`src/rtl/motion_pkg.sv`:
```
// Shared types and sizing helpers for the motion frame sequencer slice.
package motion_pkg;

   typedef enum logic [1:0] {
      S_IDLE,
      S_STREAM,
      S_WAIT,
      S_REPORT
   } seq_state_t;

   // Pixels in one frame.
   function automatic int frame_size(input int width, input int height);
      return width * height;
   endfunction

   // Cells in the detector's square activity grid.
   function automatic int grid_cells(input int grid_size);
      return grid_size * grid_size;
   endfunction

   // The captured result carries the grid of the standard 4x4 detector.
   localparam int DEF_GRID_SIZE = 4;
   localparam int RES_GRID_BITS = grid_cells(DEF_GRID_SIZE);

   typedef struct packed {
      logic                     motion;
      logic [7:0]               intensity;
      logic [RES_GRID_BITS-1:0] grid;
      logic                     timeout;
   } result_t;

endpackage

```
`src/rtl/motion_hysteresis.sv`:
```
// Temporal hysteresis: turns per-frame motion results into a stable alarm.
module motion_hysteresis #(
   parameter int CONFIRM_FRAMES = 2,
   parameter int CLEAR_FRAMES   = 3
) (
   input  logic clk,
   input  logic rst_n,
   input  logic upd_valid,
   input  logic motion,
   output logic motion_alarm
);

   localparam int MC_W = $clog2(CONFIRM_FRAMES + 1);
   localparam int QC_W = $clog2(CLEAR_FRAMES + 1);
   localparam logic [MC_W-1:0] MC_MAX = MC_W'(CONFIRM_FRAMES);
   localparam logic [QC_W-1:0] QC_MAX = QC_W'(CLEAR_FRAMES);

   logic [MC_W-1:0] motion_cnt, motion_nxt;
   logic [QC_W-1:0] quiet_cnt, quiet_nxt;

   // Saturating successors of both run counters.
   always_comb begin
      // NOTE: each output of an always_comb gets a value on every path, otherwise a latch is inferred.
      motion_nxt = motion_cnt;
      quiet_nxt  = quiet_cnt;
      if (motion_cnt != MC_MAX) motion_nxt = motion_cnt + 1'b1;
      if (quiet_cnt != QC_MAX)  quiet_nxt  = quiet_cnt + 1'b1;
   end

   // Run counters and alarm update only on a qualified result.
   always_ff @(posedge clk or negedge rst_n) begin
      // NOTE: sequential state uses non-blocking assignments so every flop sees pre-edge values.
      if (!rst_n) begin
         motion_cnt   <= '0;
         quiet_cnt    <= '0;
         motion_alarm <= 1'b0;
      end else if (upd_valid) begin
         if (motion) begin
            quiet_cnt  <= '0;
            motion_cnt <= motion_nxt;
            if (motion_nxt == MC_MAX) motion_alarm <= 1'b1;
         end else begin
            motion_cnt <= '0;
            quiet_cnt  <= quiet_nxt;
            if (quiet_nxt == QC_MAX) motion_alarm <= 1'b0;
         end
      end
   end

endmodule

```
`src/rtl/motion_frame_sequencer.sv`:
```
// Streams whole frames into motion_detector, collects its result, applies
// decimation, warm-up suppression, a frame_done watchdog and hysteresis.
module motion_frame_sequencer
   import motion_pkg::*;
#(
   parameter int IMG_WIDTH      = 16,
   parameter int IMG_HEIGHT     = 16,
   parameter int PIXEL_WIDTH    = 8,
   parameter int GRID_SIZE      = 4,
   parameter int TIMEOUT_CYCLES = 64,
   parameter int CONFIRM_FRAMES = 2,
   parameter int CLEAR_FRAMES   = 3
) (
   input  logic                                               clk,
   input  logic                                               rst_n,
   input  logic                                               enable,
   input  logic [3:0]                                         cfg_skip,
   input  logic                                               frame_ready,
   output logic                                               frame_ack,
   output logic                                               mem_rd_en,
   output logic [$clog2(frame_size(IMG_WIDTH, IMG_HEIGHT))-1:0] mem_rd_addr,
   input  logic [PIXEL_WIDTH-1:0]                             mem_rd_data,
   output logic                                               det_pixel_valid,
   output logic [PIXEL_WIDTH-1:0]                             det_pixel_data,
   input  logic                                               det_frame_done,
   input  logic                                               det_motion_detected,
   input  logic [7:0]                                         det_motion_intensity,
   input  logic [grid_cells(GRID_SIZE)-1:0]                   det_grid_activity,
   output logic                                               res_valid,
   output logic                                               res_motion,
   output logic [7:0]                                         res_intensity,
   output logic [grid_cells(GRID_SIZE)-1:0]                   res_grid,
   output logic                                               res_timeout,
   output logic                                               motion_alarm,
   output logic                                               busy,
   output logic [15:0]                                        stat_frames,
   output logic [15:0]                                        stat_motion
);

   localparam int FRAME_SIZE = frame_size(IMG_WIDTH, IMG_HEIGHT);
   localparam int ADDR_W     = $clog2(FRAME_SIZE);
   localparam int WD_W       = $clog2(TIMEOUT_CYCLES + 1);
   localparam logic [ADDR_W-1:0] LAST_ADDR = ADDR_W'(FRAME_SIZE - 1);
   // The first S_WAIT cycle carries the last beat, so the limit is one short.
   localparam logic [WD_W-1:0]   WD_LAST   = WD_W'(TIMEOUT_CYCLES - 1);

   seq_state_t        state_q, state_d;
   logic [ADDR_W-1:0] addr_q, addr_d;
   logic              prime_q, prime_d;
   logic [WD_W-1:0]   wd_q, wd_d;
   logic [3:0]        skip_q, skip_d;
   logic              warmup_q, warmup_d;
   result_t           res_q, res_d;
   logic [15:0]       frames_q, frames_d;
   logic [15:0]       motions_q, motions_d;
   logic              det_valid_q;
   logic              hyst_upd;

   // Next-state and Moore/Mealy outputs of the sequencer.
   always_comb begin
      state_d   = state_q;
      addr_d    = addr_q;
      prime_d   = prime_q;
      wd_d      = wd_q;
      skip_d    = skip_q;
      warmup_d  = warmup_q;
      res_d     = res_q;
      frames_d  = frames_q;
      motions_d = motions_q;
      mem_rd_en = 1'b0;
      frame_ack = 1'b0;
      res_valid = 1'b0;
      hyst_upd  = 1'b0;
      unique case (state_q)
         S_IDLE: begin
            if (enable && frame_ready) begin
               if (skip_q != '0) begin
                  frame_ack = 1'b1;
                  skip_d    = skip_q - 4'd1;
               end else begin
                  state_d = S_STREAM;
                  addr_d  = '0;
                  prime_d = 1'b1;
               end
            end
         end
         S_STREAM: begin
            mem_rd_en = 1'b1;
            if (prime_q) begin
               // Address 0 is read twice: the detector eats the first beat as a start marker.
               prime_d = 1'b0;
            end else if (addr_q == LAST_ADDR) begin
               state_d = S_WAIT;
               addr_d  = '0;
               wd_d    = '0;
            end else begin
               addr_d = addr_q + 1'b1;
            end
         end
         S_WAIT: begin
            if (det_frame_done) begin
               res_d.motion    = det_motion_detected;
               res_d.intensity = det_motion_intensity;
               res_d.grid      = det_grid_activity;
               res_d.timeout   = 1'b0;
               state_d         = S_REPORT;
            end else if (wd_q == WD_LAST) begin
               res_d         = '0;
               res_d.timeout = 1'b1;
               state_d       = S_REPORT;
            end else begin
               wd_d = wd_q + 1'b1;
            end
         end
         S_REPORT: begin
            frame_ack = 1'b1;
            skip_d    = cfg_skip;
            state_d   = S_IDLE;
            if (warmup_q) begin
               warmup_d = 1'b0;
            end else begin
               res_valid = 1'b1;
               frames_d  = frames_q + 16'd1;
               motions_d = motions_q + 16'(res_q.motion);
               hyst_upd  = !res_q.timeout;
            end
         end
         default: state_d = S_IDLE;
      endcase
   end

   // Sequencer state, captured result, statistics and the beat-valid pipeline.
   always_ff @(posedge clk or negedge rst_n) begin
      if (!rst_n) begin
         state_q     <= S_IDLE;
         addr_q      <= '0;
         prime_q     <= 1'b0;
         wd_q        <= '0;
         skip_q      <= '0;
         warmup_q    <= 1'b1;
         res_q       <= '0;
         frames_q    <= '0;
         motions_q   <= '0;
         det_valid_q <= 1'b0;
      end else begin
         state_q     <= state_d;
         addr_q      <= addr_d;
         prime_q     <= prime_d;
         wd_q        <= wd_d;
         skip_q      <= skip_d;
         warmup_q    <= warmup_d;
         res_q       <= res_d;
         frames_q    <= frames_d;
         motions_q   <= motions_d;
         det_valid_q <= mem_rd_en;
      end
   end

   motion_hysteresis #(
      .CONFIRM_FRAMES (CONFIRM_FRAMES),
      .CLEAR_FRAMES   (CLEAR_FRAMES)
   ) u_hysteresis (
      .clk          (clk),
      .rst_n        (rst_n),
      .upd_valid    (hyst_upd),
      .motion       (res_q.motion),
      .motion_alarm (motion_alarm)
   );

   assign mem_rd_addr     = addr_q;
   assign det_pixel_valid = det_valid_q;
   assign det_pixel_data  = det_valid_q ? mem_rd_data : '0;
   assign res_motion      = res_q.motion;
   assign res_intensity   = res_q.intensity;
   assign res_grid        = res_q.grid;
   assign res_timeout     = res_q.timeout;
   assign busy            = (state_q != S_IDLE);
   assign stat_frames     = frames_q;
   assign stat_motion     = motions_q;

endmodule

```
`config.mk`:
```
export PLATFORM = sky130hd
export DESIGN_NAME = motion_frame_sequencer
export DESIGN_NICKNAME = d
export VERILOG_FILES = /design/src/rtl/motion_pkg.sv /design/src/rtl/motion_hysteresis.sv /design/src/rtl/motion_frame_sequencer.sv
export SDC_FILE = /design/constraint.sdc
export NUM_CORES = 1
export LEC_CHECK = 0
export CORE_MARGIN = 5
export CORE_UTILIZATION = 51
export CTS_CLUSTER_DIAMETER = 60
export CTS_CLUSTER_SIZE = 8
export DETAILED_ROUTE_END_ITERATION = 10
export GPL_ROUTABILITY_DRIVEN = 1
export HOLD_SLACK_MARGIN = 0.15
export PLACE_DENSITY = 0.94
export SYNTH_ARGS = -nofsm -noshare
export SYNTH_HDL_FRONTEND = slang
export SYNTH_SLANG_ARGS = --single-unit
```
`constraint.sdc`:
```
create_clock -name clk -period 4.1 [get_ports clk]
set_input_delay 0.82 -clock clk [delete_from_list [all_inputs] [get_ports clk]]
set_output_delay 0.82 -clock clk [all_outputs]
set_load 0.005 [all_outputs]
```
Word-level counts from Yosys, hierarchy flattened. Cells that the tools add are included.

Latch bits: 0. Input port bits: 42. Bits in registers: 87. Logic and storage cells: 101. RAM bits: 0. Memories kept: 0. ROM bits: 0. Output and inout port bits: 80.

Shift-type cells: 0. Bitwise gates (word level): 1. $lt $le $gt $ge: 0. Multipliers: 0. Equal/unequal tests: 18. Divide/modulo/power cells: 0. Mux-type cells: 41. Reductions and logical operators: 18. $add $sub $neg: 7.

Operators by type and width (number): $mux 26 (2); $mux 8 (5); $mux 7 (4); $mux 2 (10); $ne 2x2->1 const B (9); $add 16x1->16 (1); $add 16x1->16 const B (1); $pmux 8 s2 (1); $pmux 7 s2 (1); $mux 1 (12); $reduce_bool 2->1 (6); $reduce_and 5->1 (2); $reduce_and 3->1 (3); $add 8x1->8 const B (1); $eq 2x2->1 const B (4); $eq 8x8->1 const B (1); $mux 4 (2); $pmux 2 s4 (1); $pmux 4 s2 (1); $add 7x1->7 const B (1); $eq 7x6->1 const B (1); $add 2x1->2 const B (2); $pmux 1 s2 (2); $reduce_and 2->1 (2); other kinds (10) (10).

Logic depth before layout (Yosys ltp). Gate-level depths: netlist (run 1).

Depth after elaboration: 5. Gate-level depth with buffers: 7. Gate-level depth less buffers: 6.

Hierarchy. Synthesis (run 1) repeated with hierarchy kept, for this count alone.

Cell total of the unflattened synthesis: 373. Area, all modules: 4093.9 µm².

By module, submodules not included: motion_frame_sequencer (instances 1, area each 3863.7 µm², seq. area each 2053.2 µm², cells an instance 351); motion_hysteresis (instances 1, area each 230.2 µm², seq. area each 125.1 µm², cells an instance 22).

Worst setup path before layout (run 1). OpenSTA, ideal clock, no wires.

Path kind: register to output. Start: reg skip_q[0]. End: out frame_ack. Required time: 3.280 ns. Data arrival time: 1.221 ns. Path buffers: 0. Cell stages (with the launch flop): 6. Slack: 2.059 ns. Cell sequence: dfrtp_1 inv_1 ha_1 or3b_4 a31oi_1 nor2_1.

Word-level cells in the longest chain between the ends: 4.

Ends and longest elaborated chain: start, declared (line motion_frame_sequencer.sv:51) `logic [3:0] skip_q, skip_d;`; start signal, assigned (line motion_frame_sequencer.sv:150) `skip_q <= skip_d;`; $reduce_bool 4->1 (line motion_frame_sequencer.sv:77) `if (skip_q != '0) begin`; $mux 1 (line motion_frame_sequencer.sv:77); $mux 1 (line motion_frame_sequencer.sv:76) `if (enable && frame_ready) begin`; $pmux 1 s2 (line motion_frame_sequencer.sv:74) `unique case (state_q)`; end, declared (line motion_frame_sequencer.sv:19) `output logic frame_ack,`.

Every way passes these cells.

Worst setup path after layout (run 1).
Start: in enable. End: out frame_ack.

Word-level cells in the longest chain between the ends: 3.

Ends and longest elaborated chain: start, declared (line motion_frame_sequencer.sv:16) `input logic enable,`; $logic_and 1x1->1 (line motion_frame_sequencer.sv:76); $mux 1 (line motion_frame_sequencer.sv:76); $pmux 1 s2 (line motion_frame_sequencer.sv:74).

Every way passes these cells.

==> impl_summary.md, run 1 <==
Detailed routing
The ratio of routed vias to standard cells is 5.53. The final layout contains routed wiring with a total length of 9600 um. The count of nets left with antenna violations after detail routing is 0. In the final routed layout, each cell accounts on average for 16.3 um. In the routed design, unresolved DRC markers number 0.

The via count is 3263. The first-pass iteration count of the detailed router is 4. The detailed router's first-iteration violation count is 90.

Power and ir drop
The switching power is 337 uW. The sequential cell fraction of total power is 0.564. The internal power summed over all cells is 1.19 mW. The relative contribution of the clock network to total power is 0.391. The power density relative to cell area is 275 mW/mm2.

VDD sags by at most 0.000162 V. Of the total power, combinational logic draws 0.046. The analysis attributes to cell leakage a power of 2.39 nW. Of the total power, the share spent switching nets is 0.221. The total power draw is 1.52 mW.

Critical path
The required time of the worst setup path is 3.28 ns. The worst setup path is launched from an input port. In this run the worst path has a maximum fanout of 2. The kind of critical path is in2out. STA classifies the critical path endpoint as an output pin.

The arrival time of data at the critical path endpoint is 2.18 ns.

Layout
The number of antenna repair diodes is 0. The share of cells above drive strength 1 is 0.0635. At the end of the flow the core is filled with cells to 0.716. The final-stage net count is 536. The finished layout holds 590 standard cells, fillers aside.

From synthesis to final layout, the design area changed by 37.4%. After filler insertion, the fill cell instance count of the layout stands at 555.

STA
At the pin with the least slew margin, the transition time is 1.08 ns. Setup repair after global routing left no endpoint under its margin. The final count of pins violating max slew came to 0.

Derived from the worst setup path, the maximum achievable clock frequency is 334 MHz. Subtracting the final worst setup slack from the clock period gives 3.00 ns. The final sum of negative setup slack is 0 ns. The final critical-path setup slack is 1.10 ns. The total setup violations reported at the end of the flow is 0. The tightest slew margin relative to the limit is 0.280. The final-report hold violation count came to 0. Between clock sinks in the finished design, the worst skew comes to 0.00969 ns.

The share of the clock period used by the worst path after layout is 0.731.

Synth
The number of standard cells after synthesis is 360. The post-synthesis sequential area ratio is 0.541. The count of distinct cell types in the synthesized netlist is 48.

In this run, synthesis produced a sequential element count of 87. Ranked by total cell area, the synthesized netlist is headed by dfrtp_1, a22o_1, xnor2_1. The cell area that synthesis handed to floorplanning was 0.00403 mm2. The post-synthesis cell type with the largest combined area is dfrtp_1. For this run, the number of Yosys warnings is 0. The most used flip-flop cell after synthesis is dfrtp_1. The fraction of post-synthesis cell area in the top cell type by area is 0.535. The average instance in the mapped netlist occupies 11.2 um2. In this run, synthesis inferred 0 flip-flops with an integrated enable. The net count after synthesis is 413.

The fraction of registers with async set or reset after synthesis is 1.00.

Global route
The number of global-route vias before repair is 3393. The initial antenna violation count is 0. For this run, the total global-route usage over all layers was measured as 0.198.

Summed over all layers, the global routing overflow is 0. Entering global routing, the biggest net connects 88 pins. The first-pass GRT wire length is 15900 um.

Die
The floorplan step defined a die boundary enclosing 0.00977 mm2. The initial standard-cell utilization of the core is 0.521. The core region is 0.00773 mm2. The total number of placement rows is 32.

The I/O pin total is 122. From bottom edge to top edge, the die measures 98.8 um. The width of the die is 98.8 um.

Placement
After detailed placement, the design holds a cell count of 574. The global placement routability congestion is 0.863. The quantity of I/O buffers inserted on ports is 121. The half-perimeter wire length after placement is 6950 um. The worst slack at placement is 1.10 ns.

CTS
The TritonCTS clock tree is done. The count of buffers added by post-CTS timing repair for setup is 0. The later pin in the worst-skew pair is clocked with a latency of 0.35 ns. The post-cts repair resize count is 0.

The number of hold buffers added after CTS is 0. The tree is rooted in a clkbuf_8. The maximum count of clock buffers along a single path is 2. After clock tree synthesis, the clock-pin slew on the worst setup and hold paths is 0.09 ns.

The number of sinks handled by clock tree synthesis is 87. The number of CTS-inserted buffers is 9. The clock tree synthesis step divided the H-tree into 3 levels.

Run status
The flow ran to the end, and the final reports show no timing, DRC or antenna violations.

Min path
The path class of the tightest hold or removal check is reg2reg.

Job
The number of maximum-capacitance constraint violations is 0.
Yosys cell counts (3+ instances only):
cell type	number
o31ai_1	7
xor2_1	5
inv_1	12
nand3_1	13
nand2_1	28
o21ai_0	12
a21oi_1	9
a22o_1	29
and4_1	3
ha_1	11
mux2i_1	3
nor3_1	7
mux2_2	5
o21a_1	3
and3_1	5
o41ai_1	6
dfrtp_1	86
and2_1	14
nor2_1	13
buf_2	3
xnor2_1	24
o211ai_1	6
nor2b_1	8
nand4_1	11
clkbuf_1	9
metrics by stage:
step           hold WS, ns  instance area (um2)
2_1_floorplan        0.452                 4030
3_3_place_gp         0.460                 5340
3_5_place_dp         0.480                 5340
4_1_cts              0.495                 5530
5_1_grt              0.510                 5530
6_report             0.485                 5530
layout make-up:
| cell class | count | area [um2] | area share |
|---|---|---|---|
| Multi-Input combinational cell | 249 | 1750 | 0.317 |
| Timing Repair Buffer | 124 | 1230 | 0.223 |
| Tap cell | 102 | 128 | 0.0231 |
| Clock inverter | 6 | 67.6 | 0.0122 |
| Clock buffer | 10 | 128 | 0.0231 |
| Inverter | 12 | 45.0 | 0.00814 |
| Sequential cell | 87 | 2180 | 0.394 |
logic make-up after synthesis:
family / share of synthesized area
compound gates: 0.154
fa+ha+maj: 0.0342
simple gates: 0.163
mux: 0.0214
flops: 0.541
buf+inv: 0.0233
xor+xnor: 0.0631
sequential cells by signal (all words and copies together) (netlist names):
name,flops
u_hysteresis.motion_cnt,2
u_hysteresis.motion_alarm,1
state_q,2
prime_q,1
res_timeout,1
res_intensity,8
warmup_q,1
stat_frames,16
res_grid,16
mem_rd_addr,8
u_hysteresis.quiet_cnt,2
det_pixel_valid,1
skip_q,4
wd_q,7
stat_motion,16
res_motion,1
critical path: stages:
cell and delay [ns]:
clkdlybuf4s50_1 0.47, and2_1 0.17, a31oi_1 0.09, nor2_1 0.11, clkdlybuf4s50_1 0.52
worst paths after layout:
path                                      start               end  slack (ns)  depth (start not counted)
worst max-delay path                     enable         frame_ack        1.10                          5
worst min register to register  stat_frames[15]   stat_frames[15]        0.49                          1
max in group asynchronous                 rst_n  res_intensity[0]        2.74                          1
worst min-delay path            stat_frames[15]   stat_frames[15]        0.49                          1
min in group asynchronous                 rst_n   stat_frames[15]        0.63                          1
worst max register to register       state_q[1]   stat_frames[15]        1.88                          5
routing by layer:
| metal | global-route usage | up-vias | share of wire |
|---|---|---|---|
| li1 | - | 1564 | - |
| met4 | 0.0494 | 0 | 0.013 |
| met1 | 0.240 | 1605 | 0.41 |
| met3 | 0.0481 | 13 | 0.043 |
| met5 | 0 | - | 0 |
| met2 | 0.352 | 81 | 0.53 |
layout by cell type (no fill, tap or decap), drive strengths merged, types with 4 or more instances in the layout:
master / netlist / routed
o211ai: 6 / 6
nand3: 13 / 13
nor2: 13 / 13
o41ai: 6 / 6
a22o: 29 / 29
xnor2: 24 / 24
nand2: 28 / 28
o21ai: 13 / 13
and2: 14 / 14
xor2: 5 / 5
nor2b: 8 / 8
clkbuf: 9 / 10
o31ai: 7 / 7
inv: 12 / 14
mux2: 5 / 5
buf: 3 / 4
dfrtp: 86 / 86
a21oi: 9 / 9
and3: 5 / 5
nand4: 11 / 11
nor3: 7 / 7
ha: 11 / 11
clkdlybuf4s50: 0 / 120
power by group through the flow:
stage	clock, mW	sequential (mW)	combinational, mW
finish	0.595	0.859	0.0694
global route	0.652	0.859	0.0763
CTS	0.611	0.859	0.0712
detailed placement	0	0.876	0.0707
global placement	0	0.876	0.0691
floorplan	0	0.876	0.00587
Note: power is estimated with default switching activity, not from simulation.
==> run 2, diff against run 1 <==
--- a/config.mk
+++ b/config.mk
@@ -6,13 +6,13 @@
 export NUM_CORES = 1
 export LEC_CHECK = 0
 export CORE_MARGIN = 5
-export CORE_UTILIZATION = 51
+export CORE_UTILIZATION = 43
 export CTS_CLUSTER_DIAMETER = 60
 export CTS_CLUSTER_SIZE = 8
 export DETAILED_ROUTE_END_ITERATION = 10
 export GPL_ROUTABILITY_DRIVEN = 1
 export HOLD_SLACK_MARGIN = 0.15
-export PLACE_DENSITY = 0.94
+export PLACE_DENSITY = 0.85
 export SYNTH_ARGS = -nofsm -noshare
 export SYNTH_HDL_FRONTEND = slang
 export SYNTH_SLANG_ARGS = --single-unit
==> constraint.sdc (replaced) <==
create_clock -name clk -period 2.6 [get_ports clk]
set_input_delay 0.52 -clock clk [delete_from_list [all_inputs] [get_ports clk]]
set_output_delay 0.52 -clock clk [all_outputs]
set_load 0.005 [all_outputs]
==> run 2 against run 1 <==
Hold slack lost 0.014 ns. Core utilization shrank 11 points. Register-to-register slack lost 1.5 ns. Combinational power grew 66%. Clock-buffer cell count grew 1. Non-clock buffer count grew 6. Sequential power grew 57%. Critical path depth shrank 2. Largest cell class unchanged. Largest power group unchanged.
==> impl_summary.md, run 2 (synthesis gave the netlist of run 1 again) <==
Critical path
The arrival time of data at the critical path endpoint is 1.90 ns. The worst register-to-register path has a depth of 7. The critical path goes through ha_1, nor2b_1, clkdlybuf4s50_1. The required time of the worst setup path is 2.08 ns. The endpoint identified for the worst register-to-register timing path is mem_rd_addr[0].

The worst stage delay on the critical path is 0.54 ns. The biggest fanout along the worst timing path is 8. The cell with the biggest individual delay on the critical path is clkdlybuf4s50_1. The kind of critical path is reg2out. For flop-to-flop paths, the worst setup slack is 0.42 ns. The sort of element at the end of the critical path is an output pin. The reg-to-reg critical path startpoint is skip_q[0]. STA classifies the critical path startpoint as a flip-flop.

STA
The final worst clock skew is 0.0169 ns. The tightest slew margin relative to the limit is 0.514. The total setup violations reported at the end of the flow is 0. The final critical path time including I/O delays and setup is 2.42 ns. The final sum of negative setup slack is 0 ns. Across all setup checks in the final design, the least slack found is 0.178 ns.

At the pin with the least slew margin, the transition time is 0.723 ns. The highest clock frequency the design can meet is 413 MHz. The final-report hold violation count is 0. The share of the clock period used by the worst path after layout is 0.932. The final-layout worst hold slack is 0.472 ns.

Setup repair after global routing left no endpoint under its margin. The final count of pins violating max slew is 0.

Global route
Entering global routing, the biggest net connects 53 pins. For this run the aggregate overflow at the end of global routing stands at 0. For this run, global-route usage on met1 was measured as 0.215. The number of global-route vias before repair is 3354.

For met2 alone, demand over resource in global routing was 0.304. The first global-routing pass estimated 16100 um of wire. The initial antenna violation count is 0. The met3 usage is 0.0409. The global routing's busiest layer is met2. The global-route usage over all layers is 0.173.

CTS
The register clock-pin slew on the reported worst setup and hold paths is 0.09 ns. The depth of the CTS H-tree is 3. The maximum count of clock buffers along a single path is 2. The number of sinks handled by clock tree synthesis is 87. The tree is rooted in a clkbuf_8. The TritonCTS clock tree is done. In this run, CTS created clock tree buffers numbering 9. Clock latency on the worst-skew pair, taken at its later pin, is 0.35 ns.

Detailed routing
The post-detailed-route DRC marker count is 0. The count of nets left with antenna violations after detail routing is 0. After detailed routing, the number of vias per cell comes to 5.43. The routed wire length is 9650 um.

The via count is 3288. The detailed router's first-iteration violation count is 108. The first TritonRoute pass finished after 4 iterations.

Dividing the detail-routed wire length by the instance count gives 15.9 um.

Placement
Including well taps, the total number of placed cells is 587. The congestion estimate from routability-driven global placement came to 0.834. The HPWL after detailed placement is 7190 um. At the placement stage, the worst setup path has a slack of 0.210 ns. The quantity of I/O buffers inserted on ports is 121.

The placed instances occupy a cell area of 0.00539 mm2.

Layout
The library cell used most frequently in the layout, excluding fill and tap cells, is clkdlybuf4s50_1. The final-stage net count is 542. The number of antenna diodes in the final layout is 0. The share of cells above drive strength 1 is 0.0769. The final instance area is 0.00560 mm2. In the layout the commonest cells are clkdlybuf4s50_1, dfrtp_1, a22o_1. The non-filler instance count after layout is 605. The area added between synthesis and finish is 39.2%.

Job
Across the run, the number of max-cap violations was 0.

Die
122 I/O pins were placed. The region available for standard cell placement spans 0.00920 mm2. The floorplan has 35 rows.

The die outline area is 0.0114 mm2. The initial standard-cell utilization of the core is 0.438. The overall die height is 107 um.

The width of the die is 107 um.

Min path
The worst hold path belongs to the class reg2reg. The startpoint identified for the worst hold timing path is stat_frames[15]. The worst hold path terminates at stat_frames[15].

Counting instances, the worst hold path has a depth of 1.

Run status
The run finished with clean final reports.

Power and ir drop
The worst-case IR drop observed on VDD is 0.000270 V. The static power due to leakage is 2.44 nW. The power density relative to cell area is 425 mW/mm2.
[run 2: cell count changes in the layout (fill, tap and decap cells not counted), sizes merged]
cell	before	now
inv	14	13
bufinv	1	0
clkdlybuf4s50	120	119
clkbuf	10	11
dlymetal6s2s	0	1
dlygate4sd3	0	1
buf	4	9
clkinv	1	2
[run 2: per-stage QoR]
step | util | power [mW]
global placement | 0.586 | 1.50
floorplan | - | 1.39
CTS | 0.609 | 2.41
finish | 0.609 | 2.38
detailed placement | 0.586 | 1.50
global route | 0.609 | 2.48
[run 2: report_power, final]
group / total [mW] / internal [mW] / switching [mW] / leakage [nW]
logic: 0.115 / 0.0725 / 0.0429 / 1.17
registers: 1.35 / 1.35 / 0.00138 / 1.18
clock network: 0.912 / 0.407 / 0.505 / 0.0922
total: 2.38 / 1.83 / 0.549 / 2.44
[run 2: final cells by class]
| cell class | count | area (um2) |
|---|---|---|
| well taps | 111 | 139 |
| clock buffers | 11 | 151 |
| clock inverters | 5 | 41.3 |
| fillers | 751 | 3590 |
| inverters | 12 | 45.0 |
| multi-input cells | 249 | 1760 |
| repair buffers | 130 | 1290 |
| flip-flops and latches | 87 | 2180 |
[run 2: layer usage]
layer	routed length (um)	up-vias
met2	5080	70
li1	-	1570
met3	349	9
met5	0	-
met1	4110	1639
met4	111	0
[run 2: worst max-delay path, delay by kind of cell, from the launching register on]
kind,cells,cell delay [ns]
buffers and inverters,1,0.54
AND/OR/NAND/NOR,1,0.25
flip-flops,1,0.40
adder cells (fa/ha/maj),1,0.36
[run 2: how the worst max path moves through the flow]
stage	start	end
2_1_floorplan	skip_q[0]	mem_rd_addr[2]
3_3_place_gp	enable	frame_ack
3_5_place_dp	enable	frame_ack
4_1_cts	skip_q[0]	frame_ack
5_1_grt	state_q[1]	res_valid
6_report	state_q[1]	res_valid
[run 2: timing repair]
| action | 4_1_cts | 5_1_grt |
|---|---|---|
| hold endpoints to repair | 31 | 0 |
| cloned | 0 | 0 |
| endpoints found under the setup margin | 1 | 1 |
| pin swaps | 1 | 0 |
| setup buffers | 1 | 0 |
| hold buffers | 1 | 0 |
| gates resized for setup | 0 | 2 |
==> run 3, diff against run 2 <==
--- a/config.mk
+++ b/config.mk
@@ -10,7 +10,6 @@
 export CTS_CLUSTER_DIAMETER = 60
 export CTS_CLUSTER_SIZE = 8
 export DETAILED_ROUTE_END_ITERATION = 10
-export GPL_ROUTABILITY_DRIVEN = 1
 export HOLD_SLACK_MARGIN = 0.15
 export PLACE_DENSITY = 0.85
 export SYNTH_ARGS = -nofsm -noshare
==> results of run 3 <==
Final layout, timing and power as in run 2 (identical DEF).
